### config.mk
export PLATFORM = sky130hd
export DESIGN_NAME = led_pattern_gen
export DESIGN_NICKNAME = d
export VERILOG_FILES = /design/src/rtl/led_pattern_gen.sv
export SDC_FILE = /design/constraint.sdc
export NUM_CORES = 1
export LEC_CHECK = 0
export CORE_MARGIN = 2
export CORE_UTILIZATION = 50
export DETAILED_ROUTE_END_ITERATION = 8
export PLACE_DENSITY = 0.77
export SYNTH_ARGS = -nofsm -noshare
export SYNTH_HDL_FRONTEND = slang
export SYNTH_SLANG_ARGS = --single-unit
### constraint.sdc
create_clock -name clk -period 4.4 [get_ports clk]
set_input_delay 0.44 -clock clk [delete_from_list [all_inputs] [get_ports clk]]
set_output_delay 0.44 -clock clk [all_outputs]
set_load 0.02 [all_outputs]
### src/rtl/led_pattern_gen.sv
// LED pattern sequencer: static, blink, ping-pong scan and breathing modes.
// Registered outputs feed the LED driver's led_ctrl / pwm_duty inputs directly.
module led_pattern_gen #(
    parameter int NUM_LEDS       = 4,
    parameter int PWM_RESOLUTION = 8,
    parameter int CLK_FREQ_HZ    = 100_000_000,
    parameter int TICK_HZ        = 1000
) (
    input  logic                      clk,
    input  logic                      rst,
    input  logic                      enable,
    input  logic [1:0]                mode,
    input  logic [NUM_LEDS-1:0]       pattern,
    input  logic [15:0]               period,
    input  logic [PWM_RESOLUTION-1:0] duty_max,
    output logic [NUM_LEDS-1:0]       led_ctrl,
    output logic [PWM_RESOLUTION-1:0] pwm_duty,
    output logic                      step_pulse
);
    localparam int TICK_DIV = CLK_FREQ_HZ / TICK_HZ;
    localparam int PRE_W    = (TICK_DIV > 1) ? $clog2(TICK_DIV) : 1;
    localparam int POS_W    = (NUM_LEDS > 1) ? $clog2(NUM_LEDS) : 1;

    localparam logic [PRE_W-1:0]          PRE_LAST = PRE_W'(TICK_DIV - 1);
    localparam logic [PRE_W-1:0]          PRE_ONE  = PRE_W'(1);
    localparam logic [POS_W-1:0]          POS_LAST = POS_W'(NUM_LEDS - 1);
    localparam logic [POS_W-1:0]          POS_ONE  = POS_W'(1);
    localparam logic [PWM_RESOLUTION-1:0] RAMP_ONE = PWM_RESOLUTION'(1);

    typedef enum logic [1:0] {
        MODE_STATIC  = 2'd0,
        MODE_BLINK   = 2'd1,
        MODE_SCAN    = 2'd2,
        MODE_BREATHE = 2'd3
    } mode_e;

    typedef enum logic {
        DIR_UP   = 1'b0,
        DIR_DOWN = 1'b1
    } dir_e;

    logic [PRE_W-1:0]          presc_q;
    logic                      tick;
    logic [15:0]               step_cnt_q, step_cnt_d, period_m1;
    mode_e                     mode_cur, mode_q;
    logic                      restart, step_evt;
    logic                      phase_q, phase_d;
    logic [POS_W-1:0]          pos_q, pos_d;
    dir_e                      scan_dir_q, scan_dir_d;
    logic [PWM_RESOLUTION-1:0] ramp_q, ramp_d;
    dir_e                      ramp_dir_q, ramp_dir_d;
    logic [NUM_LEDS-1:0]       led_d;
    logic [PWM_RESOLUTION-1:0] duty_d;
    logic                      pulse_d;

    // Free-running prescaler, deliberately independent of enable and mode.
    always_ff @(posedge clk or posedge rst) begin
        if (rst) begin
            presc_q <= '0;
        end else if (presc_q == PRE_LAST) begin
            presc_q <= '0;
        end else begin
            presc_q <= presc_q + PRE_ONE;
        end
    end

    assign mode_cur  = mode_e'(mode);
    assign tick      = (presc_q == PRE_LAST);
    assign period_m1 = (period == 16'd0) ? 16'd0 : period - 16'd1;
    assign restart   = !enable || (mode_cur != mode_q);
    assign step_evt  = tick && (step_cnt_q == period_m1) && !restart;

    always_comb begin
        // NOTE: every combinational output gets a default first so no path infers a latch.
        step_cnt_d = step_cnt_q;
        phase_d    = phase_q;
        pos_d      = pos_q;
        scan_dir_d = scan_dir_q;
        ramp_d     = ramp_q;
        ramp_dir_d = ramp_dir_q;
        led_d      = '0;
        duty_d     = '0;
        pulse_d    = 1'b0;

        if (restart) begin
            step_cnt_d = '0;
            phase_d    = 1'b0;
            pos_d      = '0;
            scan_dir_d = DIR_UP;
            ramp_d     = '0;
            ramp_dir_d = DIR_UP;
        end else begin
            if (tick) begin
                step_cnt_d = step_evt ? 16'd0 : step_cnt_q + 16'd1;
            end
            if (step_evt) begin
                case (mode_cur)
                    MODE_BLINK: phase_d = !phase_q;
                    MODE_SCAN: begin
                        if (NUM_LEDS > 1) begin
                            if (scan_dir_q == DIR_UP) begin
                                if (pos_q == POS_LAST) begin
                                    scan_dir_d = DIR_DOWN;
                                    pos_d      = pos_q - POS_ONE;
                                end else begin
                                    pos_d = pos_q + POS_ONE;
                                end
                            end else if (pos_q == '0) begin
                                scan_dir_d = DIR_UP;
                                pos_d      = pos_q + POS_ONE;
                            end else begin
                                pos_d = pos_q - POS_ONE;
                            end
                        end
                    end
                    MODE_BREATHE: begin
                        // Comparing against the live duty_max lets a lowered peak turn the ramp around.
                        if (ramp_dir_q == DIR_UP) begin
                            if (ramp_q < duty_max) begin
                                ramp_d = ramp_q + RAMP_ONE;
                            end else begin
                                ramp_dir_d = DIR_DOWN;
                                ramp_d     = (ramp_q == '0) ? '0 : ramp_q - RAMP_ONE;
                            end
                        end else if (ramp_q != '0) begin
                            ramp_d = ramp_q - RAMP_ONE;
                        end else begin
                            ramp_dir_d = DIR_UP;
                            ramp_d     = (duty_max != '0) ? RAMP_ONE : '0;
                        end
                    end
                    default: ;
                endcase
            end
        end

        if (enable) begin
            case (mode_cur)
                MODE_STATIC: begin
                    led_d  = pattern;
                    duty_d = duty_max;
                end
                MODE_BLINK: begin
                    led_d  = phase_d ? pattern : '0;
                    duty_d = duty_max;
                end
                MODE_SCAN: begin
                    led_d  = NUM_LEDS'(1) << pos_d;
                    duty_d = duty_max;
                end
                MODE_BREATHE: begin
                    led_d  = pattern;
                    duty_d = (ramp_d < duty_max) ? ramp_d : duty_max;
                end
            endcase
            pulse_d = step_evt && (mode_cur != MODE_STATIC);
        end
    end

    always_ff @(posedge clk or posedge rst) begin
        if (rst) begin
            step_cnt_q <= '0;
            phase_q    <= 1'b0;
            pos_q      <= '0;
            scan_dir_q <= DIR_UP;
            ramp_q     <= '0;
            ramp_dir_q <= DIR_UP;
            mode_q     <= MODE_STATIC;
            led_ctrl   <= '0;
            pwm_duty   <= '0;
            step_pulse <= 1'b0;
        end else begin
            // NOTE: non-blocking updates so every register samples the pre-edge values.
            step_cnt_q <= step_cnt_d;
            phase_q    <= phase_d;
            pos_q      <= pos_d;
            scan_dir_q <= scan_dir_d;
            ramp_q     <= ramp_d;
            ramp_dir_q <= ramp_dir_d;
            mode_q     <= mode_cur;
            led_ctrl   <= led_d;
            pwm_duty   <= duty_d;
            step_pulse <= pulse_d;
        end
    end

endmodule

# After elaboration in Yosys (flattened, before gate mapping)
# Index checks and enable logic that the tools add are counted.
[word_totals]
out_inout_bits = 13
input_bits = 33
word_cells = 91
regBits = 61
[classes]
eq_ne = 7
n_shift = 1
n_lt_le_gt_ge = 2
reduce_logical = 22
n_mux = 41
add_sub_neg = 7
[op_table]
columns = ["cell", "n"]
rows = [
  ["8-bit two-way mux", 9],
  ["16-bit two-way mux", 4],
  ["17-bit by 1-bit adder with 17-bit output (second input constant)", 1],
  ["17-bit == test (second input constant)", 1],
  ["1-bit two-way mux", 17],
  ["17-bit two-way mux", 1],
  ["16-bit by 1-bit adder with 16-bit output (second input constant)", 1],
  ["16-bit == test", 1],
  ["16-bit logical NOT", 1],
  ["8-bit less-than comparator", 2],
  ["8-bit one-hot mux with 2 select lines", 1],
  ["8-bit nonzero test", 2],
  ["16-bit by 1-bit subtractor with 16-bit output (second input constant)", 1],
  ["2-bit two-way mux", 6],
  ["4-bit one-hot mux with 3 select lines", 1],
  ["2-bit nonzero test", 5],
  ["8-bit by 1-bit adder with 8-bit output (second input constant)", 1],
  ["8-bit logical NOT", 1],
  ["4-bit two-way mux", 2],
  ["8-bit by 1-bit subtractor with 8-bit output (second input constant)", 1],
  ["2-bit == test (second input constant)", 3],
  ["2-bit logical NOT", 2],
  ["2-bit AND reduction", 2],
  ["1-bit by 2-bit << shifter with 4-bit output (first input constant)", 1],
  ["other kinds (9)", 13],
]

# Longest topological paths before layout
[logic_depth]
ltp_word = 11
ltp_mapped = 19
ltp_nobuf = 18

# Worst setup path after synthesis
# OpenSTA, ideal clock, no wires.
[synth_path]
kind = "input-to-reg"
startpoint = "input port period[0]"
endpoint = "register pwm_duty[0]"
t_arrival_ns = 4.730
setup_time_ns = 0.125
required_ns = 4.275
cell_stages = 19
setup_slack_ns = -0.455
n_path_buf = 1
cell_sequence = "inv_1 -> ha_1 -> or4b_1 -> nor4_4 -> xor3_1 -> nor4b_1 -> a31oi_1 -> a2111oi_4 -> nand2_2 -> buf_2 -> or3_1 -> a21oi_2 -> ha_1 -> o2111ai_1 -> a21oi_1 -> nor4b_1 -> o31ai_2 -> a31oi_4 -> mux2_2"
[synth_via]
elab_chain_len = 11
word_cells_on_any_way = 12
cone_classes = "add/sub: 1; order compare: 1; eq/ne: 1; mux: 6; reduce/logical: 3"
[synth_rtl]
columns = ["item", "line_no", "rtl"]
rows = [
  ["from (decl)", "14", "input logic [15:0] period,"],
  ["16-bit by 1-bit subtractor with 16-bit output or 16-bit logical NOT (tied branches)", "69", "assign period_m1 = (period == 16'd0) ? 16'd0 : period - 16'd1;"],
  ["16-bit two-way mux (*)", "69", ""],
  ["16-bit == test (*)", "71", "assign step_evt = tick && (step_cnt_q == period_m1) && !restart;"],
  ["1-bit logical AND (*) (2 in series)", "71", ""],
  ["8-bit two-way mux (*)", "96", "if (step_evt) begin"],
  ["8-bit two-way mux (*)", "85", "if (restart) begin"],
  ["via ramp_d[5]", "50", "logic [PWM_RESOLUTION-1:0] ramp_q, ramp_d;"],
  ["8-bit less-than comparator (*)", "153", "duty_d = (ramp_d < duty_max) ? ramp_d : duty_max;"],
  ["8-bit two-way mux (*)", "153", ""],
  ["8-bit one-hot mux with 2 select lines (*)", "138", "case (mode_cur)"],
  ["8-bit two-way mux (*)", "137", "if (enable) begin"],
  ["via duty_d[0]", "53", "logic [PWM_RESOLUTION-1:0] duty_d;"],
  ["to (signal assigned)", "182", "pwm_duty <= duty_d;"],
  ["to (decl)", "17", "output logic [PWM_RESOLUTION-1:0] pwm_duty,"],
]
# The timed path passes the listed nets; every way through them passes the cells marked *.
# A chain may end at the register's enable or synchronous reset.

# Worst setup path in the final report
[layout_path]
startpoint = "input port duty_max[4]"
endpoint = "register pwm_duty[1]"
[layout_via]
word_cells_on_any_way = 13
cone_classes = "order compare: 2; mux: 10; reduce/logical: 1"
[layout_lines]
columns = ["item", "line_no", "rtl"]
rows = [
  ["from (decl)", "15", "input logic [PWM_RESOLUTION-1:0] duty_max,"],
  ["8-bit less-than comparator", "119", "if (ramp_q < duty_max) begin"],
  ["8-bit two-way mux", "119", ""],
  ["8-bit two-way mux", "118", "if (ramp_dir_q == DIR_UP) begin"],
  ["8-bit two-way mux", "97", "case (mode_cur)"],
  ["8-bit two-way mux", "96", ""],
  ["8-bit two-way mux", "85", ""],
  ["via ramp_d[6]", "50", ""],
  ["8-bit less-than comparator", "153", ""],
  ["8-bit two-way mux", "153", ""],
  ["8-bit one-hot mux with 2 select lines", "138", ""],
  ["8-bit two-way mux", "137", ""],
  ["via duty_d[1]", "53", ""],
]
# The timed path passes the listed nets, and every way through them passes these cells.

==> results by stage <==
Global routing:
- The total overflow left after global routing is 0.
- The overall global routing resource usage is 28.2%.
- The number of global-route vias before repair is 4742.
- The first global-routing pass estimated 22400 um of wire.
- The maximum number of pins on one net before global-route repair is 32.
- The number of antenna violations at the first check in global routing is 0.

Yosys:
- The register bit total from synthesis is 61.
- The part of the Yosys area used for sequential elements is 33.2%.
- Synthesis handed over a netlist of 528 instances.
- The distinct cell type count after synthesis is 73.
- The average size of a mapped cell is 8.70 um^2.
- For this run, the leading register cell type out of synthesis is dfrtp_1.
- During synthesis, Yosys emitted a total of 0 warnings.
- The number of nets handed over by synthesis was 584.
- The post-synthesis async set-or-reset flop share is 100%.
- Yosys mapped a number of flops with a built-in enable equal to 0.
- The cell area that synthesis handed to floorplanning was 0.00459 mm^2.

Final layout:
- After the last flow step, the layout net total stands at 743.
- The area added between synthesis and finish is 42.4%.
- Cells with a size suffix above 1 make up 30.4% of the layout.
- Measured on the finished design, the core utilization comes to 74.3%.
- 0 antenna diodes ended up in the layout.

STA:
- Setup repair after global routing could not meet its margin everywhere.
- The clock skew after layout is 0.0153 ns.
- The slew at the pin closest to its max-slew limit is 0.690 ns.
- The fraction of the cycle the final worst path needs is 109%.
- Setup slack on the critical path of the routed design comes to -0.380 ns.
- The max-slew violation total from the final report was 0.
- The number of failing hold endpoints at the final stage is 0.
- For this run, the top clock speed supported by timing is 209 MHz.
- On the final layout, the worst hold slack is 0.506 ns.
- In this run the tightest slew margin relative to its limit is 53.9%.
- The total setup violations reported at the end of the flow is 8.
- The time the worst path needs with I/O delays and setup is 4.78 ns.

Power and ir drop:
- The maximum resistive drop on vdd is 0.187 mV.
- The power per cell area is 205 mW/mm^2.
- The leakage power summed over all cells is 0.00286 uW.
- The post-layout total power is 1340 uW.

Placed design:
- The routability-driven placement congestion ratio is 0.956.
- After legalization and detailed placement, the total HPWL measured 9930 um.
- The number of port buffers is 45.

Critical path:
- The worst setup path is captured at a flop.
- In this run the worst path has a maximum fanout of 8.
- For this run, the slowest stage of the critical path takes 0.51 ns.
- Counting buffers and inverters, the worst setup path is 21 cells deep.
- The endpoint identified for the worst register-to-register timing path is pwm_duty[1]$_DFF_PP0_.
- The signal on the critical path passes through clkdlybuf4s50_1 > inv_1 > ha_1 > a21o_1 > a221oi_2 > o21ai_1 > a211oi_2 > buf_4 > inv_1 > nor3_2 > o21ba_2 > or3_1 > a21oi_2 > ha_4 > a21oi_2 > nor2b_1 > nor4b_4 > o31ai_4 > a31oi_4 > buf_12 > mux2_4.
- The worst register-to-register path has a setup slack of -0.23 ns.
- The highest-delay cell along the critical path is clkdlybuf4s50_1.
- Broken down by cell family, the worst path's largest delay share belongs to compound AO/OA/AOI/OAI gates.
- The startpoint identified for the worst register-to-register timing path is presc_q[11]$_DFF_PP0_.
- The arrival time of data at the critical path endpoint is 5.02 ns.
- The data required time at the worst endpoint is 4.64 ns.
- Counting cells, the worst reg-to-reg path comes to 19.
- STA classifies the critical path startpoint as an input port.
- The category of the critical setup timing path is input port to flop.
- The number of buffer and inverter instances along the worst setup path is 5.
- The critical path ends at pwm_duty[1]$_DFF_PP0_.
- The start point of the critical path is duty_max[4].

Clock network:
- The clock root buffer master is clkbuf_8.
- The clock passes through at most 2 buffers.
- The number of H-tree levels is 3.
- The count of hold buffers inserted by post-cts repair is 0.
- The clock transition at the registers of the reported paths is 0.08 ns.
- The clock insertion delay at the later pin of the skew report is 0.35 ns.
- The CTS sink count is 61.
- TritonCTS built the clock tree.
- The number of clock buffers inserted by TritonCTS is 9.

Floorplanning:
- The number of placement rows is 34.
- The floorplan step set the die width to 99.9 um.
- Pin placement for this block handled 46 I/O pins.
- From bottom edge to top edge, the die measures 99.9 um.
- Once the floorplan was initialized, standard cells occupied 52.2% of the core.
- After floorplanning, the core was sized to cover 0.00881 mm^2.
- The die covers 0.00997 mm^2.

Drt:
- In the routed design, unresolved DRC markers number 0.
- In the final routing, the length of wire on met1 measures 5670 um.
- Before antenna repair, the detailed router went through 5 iterations.
- The detailed router finished its first iteration with 201 violations.
- The final layout contains routed wiring with a total length of 14000 um.
- The wire length on met2 is 7280 um.
- The met3 layer wire length in the routed design is 578 um.
- In the final routed layout, each cell accounts on average for 17.5 um.
- Once detail routing completed, the nets flagged for antenna violations numbered 0.
- The total number of vias is 4736.
- The average vias per placed instance is 5.93.
- In this run the top signal layer used is met4.

Flow run:
- Across the run, the number of max-cap violations was 0.

Min path:
- The class of the tightest hold or removal check is input port to asynchronous set/reset pin.

Status:
- The checks that failed: negative setup slack.
- The flow ran to the end, but the final reports show violations.
[per-stage QoR]
| stage | instance area, um^2 | instances | worst slack, ns | TNS, ns |
|---|---|---|---|---|
| detailed placement | 6000 | 771 | -0.980 | -7.70 |
| finish | 6540 | 799 | -0.380 | -2.98 |
| global placement | 6000 | 771 | -0.822 | -6.50 |
| floorplan | 4690 | 528 | -0.262 | -1.99 |
| CTS | 6360 | 793 | -0.392 | -3.08 |
| global route | 6540 | 799 | -0.514 | -4.06 |
[cells in the final DEF (no fill, tap or decap), types with 6 or more instances in the layout]
master and instances:
a21oi_1 20, a21oi_2 9, and2_1 12, and3_1 9
buf_4 119, clkbuf_8 9, clkdlybuf4s50_1 31, dfrtp_1 61
dlygate4sd2_1 6, ha_1 20, inv_1 25, mux2_4 8
nand2_1 35, nand2b_1 15, nand3_1 18, nand4_1 15
nor2_1 44, nor3_1 9, nor4_1 6, o21ai_0 25
o21ai_1 6, or3_1 10, xnor2_1 22, xor2_1 17
[final cells by class]
type / count / area (um^2)
multi-input combinational: 419 / 3160
sequential: 61 / 1530
timing repair buffer: 168 / 1400
fill: 616 / 2260
clock inverter: 6 / 88.8
clock buffer: 9 / 124
inverter: 28 / 110
tap: 108 / 135
[where the power goes]
| part | internal, uW | total [uW] | switching (uW) |
|---|---|---|---|
| Sequential | 567 | 569 | 2.51 |
| Clock | 315 | 550 | 234 |
| Combinational | 111 | 223 | 112 |
[routing by layer]
layer	global-route usage (%)	vias up
met5	0	-
met4	9.69	0
met3	4.60	40
met2	52.0	163
met1	33.2	2292
li1	-	2241
[cell families (layout without fill, tap and decap cells)]
group	after synthesis	count (layout)	share of synthesized area (%)
AO/OA/AOI/OAI	120	120	18.0
buffers and inverters	48	211	4.06
flip-flops	61	61	33.2
adder cells (fa/ha/maj)	23	23	6.26
XOR/XNOR	42	42	8.33
AND/OR/NAND/NOR	220	220	26.8
multiplexers	14	14	3.32
[cells in the mapped netlist, types with 5 or more instances]
cell        n  area (um^2)
clkbuf_1   15         56.3
and3_1      9         56.3
o31ai_1     5         37.5
a21oi_1    28          140
and2_1     13         81.3
xnor2_1    23          201
a21o_1      5         37.5
or3_1      14         87.6
nand2b_1   15         93.8
ha_1       23          288
xor2_1     18          158
a211oi_1    5         37.5
dfrtp_1    61         1530
o2111ai_1   5         43.8
nand2_1    36          135
inv_1      28          105
o21ai_0    29          145
nor2b_1     5         31.3
buf_2       5         25.0
nand3_1    18         90.1
nor3_1     11         55.1
nor4_1      8         50.1
mux2_2      9          101
nor2_1     45          169
nand4_1    15         93.8
[state kept, by name, summed over array words and instances, names as in the netlist, 2 cells and up]
name	count
led_ctrl	4
mode_q	2
pos_q	2
presc_q	17
pwm_duty	8
ramp_q	8
step_cnt_q	16
[timing repair]
item / in CTS / in global routing
buffers inserted: 7 / 7
endpoints found under the setup margin: 8 / 8
pin swaps: 20 / 26
resized for setup: 52 / 32
[worst min path at each step]
| stage | slack [ns] | depth (start not counted) | end |
|---|---|---|---|
| 2_1_floorplan | 0.45 | 1 | presc_q[0]$_DFF_PP0_ |
| 3_3_place_gp | 0.50 | 1 | presc_q[4]$_DFF_PP0_ |
| 3_5_place_dp | 0.51 | 1 | presc_q[4]$_DFF_PP0_ |
| 4_1_cts | 0.52 | 1 | presc_q[4]$_DFF_PP0_ |
| 5_1_grt | 0.53 | 1 | presc_q[4]$_DFF_PP0_ |
| 6_report | 0.51 | 2 | presc_q[16]$_DFF_PP0_ |
No activity file was read; power rests on OpenSTA's default activity.
